**config.mk**
```make
export PLATFORM = sky130hd
export DESIGN_NAME = crossbar_out_arbiter
export DESIGN_NICKNAME = d
export VERILOG_FILES = /design/src/rtl/crossbar_out_arbiter.sv
export SDC_FILE = /design/constraint.sdc
export NUM_CORES = 1
export LEC_CHECK = 0
export CORE_AREA = 10 10 143 145
export CTS_CLUSTER_DIAMETER = 100
export DETAILED_ROUTE_END_ITERATION = 10
export DIE_AREA = 0 0 153 155
export GPL_ROUTABILITY_DRIVEN = 0
export PLACE_DENSITY = 0.59
export SLEW_MARGIN = 40
export SYNTH_ARGS = -nofsm -noshare
export SYNTH_HDL_FRONTEND = slang
export SYNTH_SLANG_ARGS = --single-unit
```
**constraint.sdc**
```tcl
create_clock -name i_clk -period 3.2 [get_ports i_clk]
set_clock_uncertainty 0.15 [all_clocks]
set_input_delay 0.32 -clock i_clk [delete_from_list [all_inputs] [get_ports i_clk]]
set_output_delay 0.32 -clock i_clk [all_outputs]
set_load 0.01 [all_outputs]
```
**src/rtl/crossbar_out_arbiter.sv**
```systemverilog
// crossbar_out_arbiter
//   Egress-side arbiter of the crossbar. It grants one of P_PORTS crossbar points
//   round-robin, one packet at a time, and muxes the granted point's AXI-Stream
//   onto the single egress stream until the tlast handshake.
//
// Ports
//   i_clk, i_rst         clock (rising edge), asynchronous active-high reset
//   i_trans_req          per-point level request, held until granted
//   o_trans_grant        one-hot single-cycle grant pulse
//   s_axis_rx_*          per-point AXI-Stream inputs (tdata/tkeep packed per port)
//   m_axis_tx_*          egress AXI-Stream (tuser tied 0)
//   o_busy               high from the grant cycle through the tlast handshake
//   o_sel                index of the current or last granted point
//   o_timeout            (CROSSBAR_ARB_TIMEOUT_EN only) single-cycle stall-release pulse
//
// Build option
//   CROSSBAR_ARB_TIMEOUT_EN: release a granted point that has not moved a beat for
//   P_TIMEOUT cycles. Without it the transfer state waits indefinitely.
module crossbar_out_arbiter #(
  parameter int unsigned  P_PORTS   = 4,
  parameter int unsigned  P_SEL_W   = 2,
  parameter logic [15:0]  P_TIMEOUT = 16'd1024
) (
  input  logic                   i_clk,
  input  logic                   i_rst,
  input  logic [P_PORTS-1:0]     i_trans_req,
  output logic [P_PORTS-1:0]     o_trans_grant,
  input  logic [P_PORTS-1:0]     s_axis_rx_tvalid,
  input  logic [64*P_PORTS-1:0]  s_axis_rx_tdata,
  input  logic [P_PORTS-1:0]     s_axis_rx_tlast,
  input  logic [8*P_PORTS-1:0]   s_axis_rx_tkeep,
  output logic [P_PORTS-1:0]     s_axis_rx_tready,
  output logic                   m_axis_tx_tvalid,
  output logic [63:0]            m_axis_tx_tdata,
  output logic                   m_axis_tx_tlast,
  output logic [7:0]             m_axis_tx_tkeep,
  output logic                   m_axis_tx_tuser,
  input  logic                   m_axis_tx_tready,
  output logic                   o_busy,
  output logic [P_SEL_W-1:0]     o_sel
`ifdef CROSSBAR_ARB_TIMEOUT_EN
  ,
  output logic                   o_timeout
`endif
);

  localparam logic [1:0] StIdle  = 2'd0;
  localparam logic [1:0] StGrant = 2'd1;
  localparam logic [1:0] StXfer  = 2'd2;

  logic [1:0]         state_q, state_d;
  logic [P_SEL_W-1:0] sel_q, sel_d;
  logic [P_SEL_W-1:0] rr_q, rr_d;
  logic [P_SEL_W-1:0] winner;
  logic               found;
  logic               xfer;
  logic               beat;

  // First requester strictly after the last served point, wrapping around.
  always_comb begin
    winner = rr_q;
    found  = 1'b0;
    for (int unsigned i = 1; i <= P_PORTS; i++) begin
      int unsigned idx;
      idx = (32'(rr_q) + i) % P_PORTS;
      if (!found && i_trans_req[idx]) begin
        found  = 1'b1;
        winner = P_SEL_W'(idx);
      end
    end
  end

  // Egress mux and tready steering; everything is quiet outside XFER.
  always_comb begin
    xfer             = (state_q == StXfer);
    m_axis_tx_tvalid = 1'b0;
    m_axis_tx_tdata  = '0;
    m_axis_tx_tlast  = 1'b0;
    m_axis_tx_tkeep  = '0;
    m_axis_tx_tuser  = 1'b0;
    s_axis_rx_tready = '0;
    o_trans_grant    = '0;
    if (xfer) begin
      m_axis_tx_tvalid        = s_axis_rx_tvalid[sel_q];
      m_axis_tx_tdata         = s_axis_rx_tdata[64*sel_q +: 64];
      m_axis_tx_tlast         = s_axis_rx_tlast[sel_q];
      m_axis_tx_tkeep         = s_axis_rx_tkeep[8*sel_q +: 8];
      s_axis_rx_tready[sel_q] = m_axis_tx_tready;
    end
    if (state_q == StGrant) begin
      o_trans_grant[sel_q] = 1'b1;
    end
    beat   = m_axis_tx_tvalid && m_axis_tx_tready;
    o_busy = (state_q != StIdle);
    o_sel  = sel_q;
  end

`ifdef CROSSBAR_ARB_TIMEOUT_EN
  logic [15:0] cnt_q, cnt_d;
  logic        stall_expired;

  // Expires during the P_TIMEOUT-th consecutive XFER cycle without a beat.
  always_comb begin
    cnt_d         = cnt_q;
    stall_expired = 1'b0;
    if (state_q == StGrant) begin
      cnt_d = '0;
    end else if (xfer) begin
      if (beat) begin
        cnt_d = '0;
      end else begin
        cnt_d         = cnt_q + 16'd1;
        stall_expired = (cnt_d == P_TIMEOUT);
      end
    end
    o_timeout = stall_expired;
  end

  always_ff @(posedge i_clk or posedge i_rst) begin
    if (i_rst) begin
      cnt_q <= '0;
    end else begin
      cnt_q <= cnt_d;
    end
  end
`else
  logic stall_expired;
  logic unused_timeout;
  assign stall_expired  = 1'b0;
  assign unused_timeout = ^P_TIMEOUT;
`endif

  always_comb begin
    state_d = state_q;
    sel_d   = sel_q;
    rr_d    = rr_q;
    case (state_q)
      StIdle: begin
        if (found) begin
          sel_d   = winner;
          state_d = StGrant;
        end
      end
      StGrant: begin
        rr_d    = sel_q;
        state_d = StXfer;
      end
      StXfer: begin
        if ((beat && m_axis_tx_tlast) || stall_expired) begin
          state_d = StIdle;
        end
      end
      default: state_d = StIdle;
    endcase
  end

  always_ff @(posedge i_clk or posedge i_rst) begin
    if (i_rst) begin
      state_q <= StIdle;
      sel_q   <= '0;
      rr_q    <= P_SEL_W'(P_PORTS - 1);
    end else begin
      state_q <= state_d;
      sel_q   <= sel_d;
      rr_q    <= rr_d;
    end
  end

endmodule

```
==> results.json, run 1 <==
{
  "r2r.worst_path.cells": 4,
  "post_cts.resized_instances": 0,
  "via_count_of_the_first_global_routing_pass": 4188,
  "reg2reg_slack_ps": 1450,
  "ir_drop_mv": 0.460,
  "hold_violations": 0,
  "htree_num_levels": 1,
  "worstReg2RegStart": "o_sel[1]$_DFFE_PP0P_",
  "fin_area_um2": 6850,
  "synth.yosys.seq_area_share": 0.0553,
  "holdWs_ps": 157,
  "syn2layout_area_growth_pct": 148,
  "cts_post_setup_buffers_inserted": 0,
  "critical-path-max-stage-delay_ps": 650,
  "initialDrtViolationCount": 171,
  "critPathCapture": "m_axis_tx_tdata[23]",
  "number_of_library_cell_types_mapped_by_synthesis": 27,
  "pin_count_of_the_biggest_net_entering_global_routing": 45,
  "finalMaxSlewViolations": 0,
  "path_clk_slew_ps": 40,
  "avgViaCountPerCell": 4.38,
  "drcViolationCount": 0,
  "cellLeakagePower_nw": 2.44,
  "ctsLongestPathBuffers": 2,
  "initial_antenna_violation_count": 2,
  "port_buffers": 387,
  "tritoncts_clock_tree": "yes",
  "post_route_cells_drive_above_1_share": 0.149,
  "grt_first_pass_wirelength_um": 27300,
  "worst_setup_path_category": "register to output port",
  "placed_cells_incl_taps": 823,
  "synth.cells.most_frequent": "73 x and2_1, 73 x mux4_2, 10 x clkbuf_1, 10 x nor2_1, 9 x nand2_1",
  "worstPathCellList": "buf_4 -> mux4_2 -> and2_1 -> clkdlybuf4s50_1",
  "initial_util": 0.156,
  "powerDensity_nw_per_um2": 569,
  "holdCritPathClass": "input port to asynchronous set/reset pin",
  "rsz0062_at_grt": "no",
  "register_area_um2": 160,
  "cts.root.buffer_cell": "clkbuf_16",
  "min_period_ps": 2750,
  "worstSkewPairLatency_ps": 230,
  "die_x_um": 153,
  "syn-instance-count": 229,
  "grt-ovfl-total": 0,
  "io-pin-count": 389,
  "cp-start-kind": "register",
  "groute.usage.overall": 0.147,
  "worstSetupStartpoint": "o_sel[1]$_DFFE_PP0P_",
  "worst_setup_path_end_kind": "output port",
  "final_cell_count_no_fill": 828,
  "synthesis.yosys.warnings": 0,
  "numCtsBuffers": 3,
  "total_die_area_um2": 23700,
  "run_status": "complete, no violations",
  "die-height_um": 155,
  "routed_wire_length_per_instance_um": 22.7,
  "multiInputGateArea_um2": 2350,
  "synth_area_leader_cell": "mux4_2",
  "max_cap_viol_count": 0,
  "yosys_register_bits": 6,
  "synth.cell_area_um2": 2760,
  "post_synth_main_area_contributors": "mux4_2 60%, and2_1 17%, buf_12 5.1%, dfrtp_1 3.6%, dfstp_2 1.9%",
  "fmaxAchievable_ghz": 0.364,
  "number_of_fill_cells": 1701,
  "fp-row-count": 49,
  "finalWirelength_um": 18800,
  "mean_cell_area_of_the_mapped_netlist_um2": 12.1,
  "worst_ep_arrival_time_ps": 2280,
  "critPathMaxFanout": 26,
  "via_count": 3628,
  "ys_dominant_reg_cell": "dfrtp_1",
  "finalSetupTns_ps": 0,
  "cp_slowest_cell": "dfrtp_4",
  "timing.final.setup_violations": 0,
  "crit-reg2reg-capture": "state_q[1]$_DFFE_PP0P_",
  "route.antenna.remaining_nets": 0,
  "cts_hold_repair.buffers": 0,
  "synthArstFlopShare": 1.00,
  "core_area_um2": 17700,
  "number_of_sinks_handled_by_clock_tree_synthesis": 6,
  "drt_pre_antenna_iters": 4,
  "post-route-period-util": 0.858,
  "placedInstanceArea_um2": 6770,
  "worst-endpoint-required_ps": 2730,
  "synth.top_cell.area_share": 0.595,
  "number_of_enable_flip_flop_cells_after_synthesis": 0,
  "dp_wirelength_um": 16600,
  "synth_nets": 532,
  "nets": 902
}
-- placed cells by master, fill, tap and decap left out, types with 2 or more instances in the layout --
cell               n
clkdlybuf4s50_1  387
mux4_2            73
and2_1            73
nor2_1            10
nand2_1            9
inv_1              5
a21oi_1            4
nor3_1             3
mux2i_1            3
clkbuf_16          3
buf_4              3
buf_12             3
nor3b_1            2
o21ai_0            2
nand2b_1           2
o22ai_1            2
dfrtp_4            2
dfstp_2            2
dfrtp_1            2
-- cell families after synthesis --
group                  share of synthesized area
and+or+nand+nor                            0.213
buffers and inverters                     0.0978
AOI/OAI and AO/OA                         0.0222
muxes                                      0.610
DFF                                       0.0553
other                                    0.00136
-- per-layer routing --
| metal | GRT usage | part of all wire |
|---|---|---|
| met1 | 0.161 | 0.36 |
| met2 | 0.277 | 0.55 |
| met4 | 0.0177 | 0.0063 |
| met5 | 0 | 0.00069 |
| met3 | 0.0485 | 0.084 |
-- cell type report --
class                      instances  area share
inverter                           5     0.00274
multi-input combinational        190       0.343
antenna                            1    0.000365
clock buffer                       4      0.0115
timing repair buffer             393       0.578
sequential                         6      0.0234
tap                              229      0.0418
-- through the flow --
step / util / setup slack (ps) / power [mW]
after floorplan: - / 1290 / 2.33
after global placement: 0.383 / 679 / 3.71
after detailed placement: 0.383 / 668 / 3.75
after CTS: 0.388 / 420 / 3.98
after global routing: 0.388 / 353 / 4.19
final: 0.388 / 453 / 3.90
-- worst min-delay path by stage --
stage | from | end | cells after the start
2_1_floorplan | i_rst | o_sel[0]$_DFFE_PP0P_ | 1
3_3_place_gp | rr_q[1]$_DFFE_PP1P_ | rr_q[1]$_DFFE_PP1P_ | 2
3_5_place_dp | rr_q[1]$_DFFE_PP1P_ | rr_q[1]$_DFFE_PP1P_ | 2
4_1_cts | i_rst | o_sel[1]$_DFFE_PP0P_ | 2
5_1_grt | i_rst | o_sel[0]$_DFFE_PP0P_ | 2
6_report | i_rst | o_sel[0]$_DFFE_PP0P_ | 2
-- registers in the layout, summed over array words and instances (netlist names) --
register,cells
state_q,2
o_sel,2
rr_q,2
-- where the power goes --
group / internal (mW) / switching, mW / leakage [nW] / total (mW)
logic: 2.12 / 1.33 / 2.33 / 3.45
registers: 0.132 / 0.106 / 0.0670 / 0.238
clock network: 0.166 / 0.0456 / 0.0382 / 0.211
total: 2.41 / 1.48 / 2.44 / 3.90
-- worst max-delay path, delay by kind of cell, from the launching register on --
family	cells	cell delay (ps)
flip-flops	1	650
AND/OR/NAND/NOR	1	170
multiplexers	1	320
buffers and inverters	2	890
No activity file was read; power rests on OpenSTA's default activity.
==> inputs of run 2 (changes only) <==
==> constraint.sdc (replaced) <==
create_clock -name i_clk -period 3.2 [get_ports i_clk]
set_clock_uncertainty 0.15 [all_clocks]
set_input_delay 0.64 -clock i_clk [delete_from_list [all_inputs] [get_ports i_clk]]
set_output_delay 0.64 -clock i_clk [all_outputs]
set_load 0.01 [all_outputs]
==> run 2 against run 1 <==
Highest routed layer unchanged. Setup slack got worse by 330 ps. Non-clock buffer count rose by 2. Sequential power down 12%. Critical path type unchanged. Power rose by 1.4%.
==> results.json, run 2 (synthesis gave the netlist of run 1 again) <==
{
  "holdCritPathClass": "register to register",
  "post_route_cells_drive_above_1_share": 0.152,
  "final_cell_count_no_fill": 829,
  "initial_util": 0.156,
  "hold_violations": 0,
  "number_of_sinks_handled_by_clock_tree_synthesis": 6,
  "worst_ep_arrival_time_ps": 2290,
  "cp_slowest_cell": "mux4_2",
  "cellLeakagePower_nw": 2.46,
  "ir_drop_mv": 0.289,
  "routed_wire_length_per_instance_um": 22.3,
  "drcViolationCount": 0,
  "numCtsBuffers": 3,
  "route.antenna.remaining_nets": 0,
  "fin_area_um2": 6900,
  "cts_hold_repair.buffers": 0,
  "grt_first_pass_wirelength_um": 27600,
  "cp-start-kind": "register",
  "worstReg2RegStart": "o_sel[0]$_DFFE_PP0P_",
  "placedInstanceArea_um2": 6820,
  "critPathMaxFanout": 17,
  "htree_num_levels": 1,
  "initial_antenna_violation_count": 2,
  "io-pin-count": 389,
  "layout_commonest_cell": "clkdlybuf4s50_1",
  "worstSkewPairLatency_ps": 230,
  "worst_setup_path_category": "register to output port",
  "post-route-period-util": 0.962,
  "cts_post_setup_buffers_inserted": 0,
  "fmaxAchievable_ghz": 0.325,
  "post_cts.resized_instances": 0,
  "placed_cells_incl_taps": 825,
  "final_cell_mix": "387 x clkdlybuf4s50_1, 73 x mux4_2, 73 x and2_1",
  "tritoncts_clock_tree": "yes",
  "timing.critical_path.max_delay_family": "buffers and inverters",
  "worstSetupStartpoint": "o_sel[0]$_DFFE_PP0P_",
  "cts.root.buffer_cell": "clkbuf_16",
  "grt-ovfl-total": 0,
  "initialDrtViolationCount": 129,
  "worst-endpoint-required_ps": 2410,
  "holdWs_ps": 380,
  "rsz0062_at_grt": "no",
  "worst_setup_path_end_kind": "output port",
  "die-height_um": 155,
  "syn2layout_area_growth_pct": 150,
  "via_count": 3615,
  "critical_path.n_buffers_inverters": 3,
  "drt_pre_antenna_iters": 4,
  "pin_count_of_the_biggest_net_entering_global_routing": 52,
  "port_buffers": 387,
  "holdCritStartpoint": "rr_q[1]$_DFFE_PP1P_",
  "fp-row-count": 49,
  "finalMaxSlewViolations": 0,
  "core_area_um2": 17700,
  "antenna_cells": 0,
  "die_x_um": 153,
  "path_clk_slew_ps": 40,
  "max_cap_viol_count": 0,
  "total_die_area_um2": 23700,
  "via_count_of_the_first_global_routing_pass": 4235,
  "critical-path-max-stage-delay_ps": 530,
  "nets": 904,
  "finalWirelength_um": 18500,
  "finalSetupTns_ps": 0,
  "groute.usage.overall": 0.147,
  "worstPathCellList": "buf_12 -> buf_4 -> mux4_2 -> and2_1 -> clkdlybuf4s50_1",
  "ctsLongestPathBuffers": 2,
  "post_layout_utilization_of_the_core": 0.391,
  "powerDensity_nw_per_um2": 573,
  "timing.final.setup_violations": 0,
  "min_period_ps": 3080,
  "avgViaCountPerCell": 4.36,
  "dp_wirelength_um": 16400,
  "run_status": "complete, no violations"
}
==> run 2: changes by cell type in the layout (fill, tap and decap cells not counted), sizes merged <==
cell,previous run,this run
buf,6,8
diode,1,0
==> run 2: final timing paths <==
kind                       cells past startpoint                     end  slack, ps
setup / recovery                               5     m_axis_tx_tdata[45]        120
hold / removal                                 2     rr_q[1]$_DFFE_PP1P_        380
setup reg to reg                               4  state_q[1]$_DFFE_PP0P_       1640
hold reg to reg                                2     rr_q[1]$_DFFE_PP1P_        380
max in group asynchronous                      2     rr_q[0]$_DFFE_PP1P_       2140
min in group asynchronous                      2    o_sel[0]$_DFFE_PP0P_        490
==> run 2: final cells by class <==
type	instances	area (um^2)
clock buffer	4	78.8
timing repair buffer	395	4010
multi-input combinational	190	2350
sequential	6	160
inverter	5	18.8
tap	229	287
fill	1699	10800
==> run 2: power by group <==
part           internal (mW)  switching, mW
Sequential             0.133         0.0770
Clock                  0.165         0.0429
Combinational           2.18           1.35
Total                   2.48           1.47
==> run 2: routing by layer <==
| metal | up-vias | wire length [um] | track usage |
|---|---|---|---|
| met5 | - | 21 | 0 |
| met1 | 1748 | 6730 | 0.166 |
| li1 | 1640 | - | - |
| met3 | 14 | 1690 | 0.0518 |
| met4 | 4 | 157 | 0.0173 |
| met2 | 209 | 9910 | 0.269 |
==> run 2: worst min-delay path: stages (launching register included) <==
cell and delay [ps]:
dfstp_2 390, nand2_1 50, o21ai_0 70
==> run 2: stage by stage <==
stage | total power [mW] | worst slack (ps)
after global placement | 3.80 | 103
after CTS | 4.05 | 94.8
after detailed placement | 3.82 | 99.3
after global routing | 4.26 | 10.8
after floorplan | 2.33 | 968
final | 3.95 | 122
==> inputs of run 3 (changes only) <==
--- a/config.mk
+++ b/config.mk
@@ -11,7 +11,6 @@
 export DIE_AREA = 0 0 153 155
 export GPL_ROUTABILITY_DRIVEN = 0
 export PLACE_DENSITY = 0.59
-export SLEW_MARGIN = 40
 export SYNTH_ARGS = -nofsm -noshare
 export SYNTH_HDL_FRONTEND = slang
 export SYNTH_SLANG_ARGS = --single-unit
==> results of run 3 <==
Same layout as run 2: the final DEF is identical, and so are final timing and power.
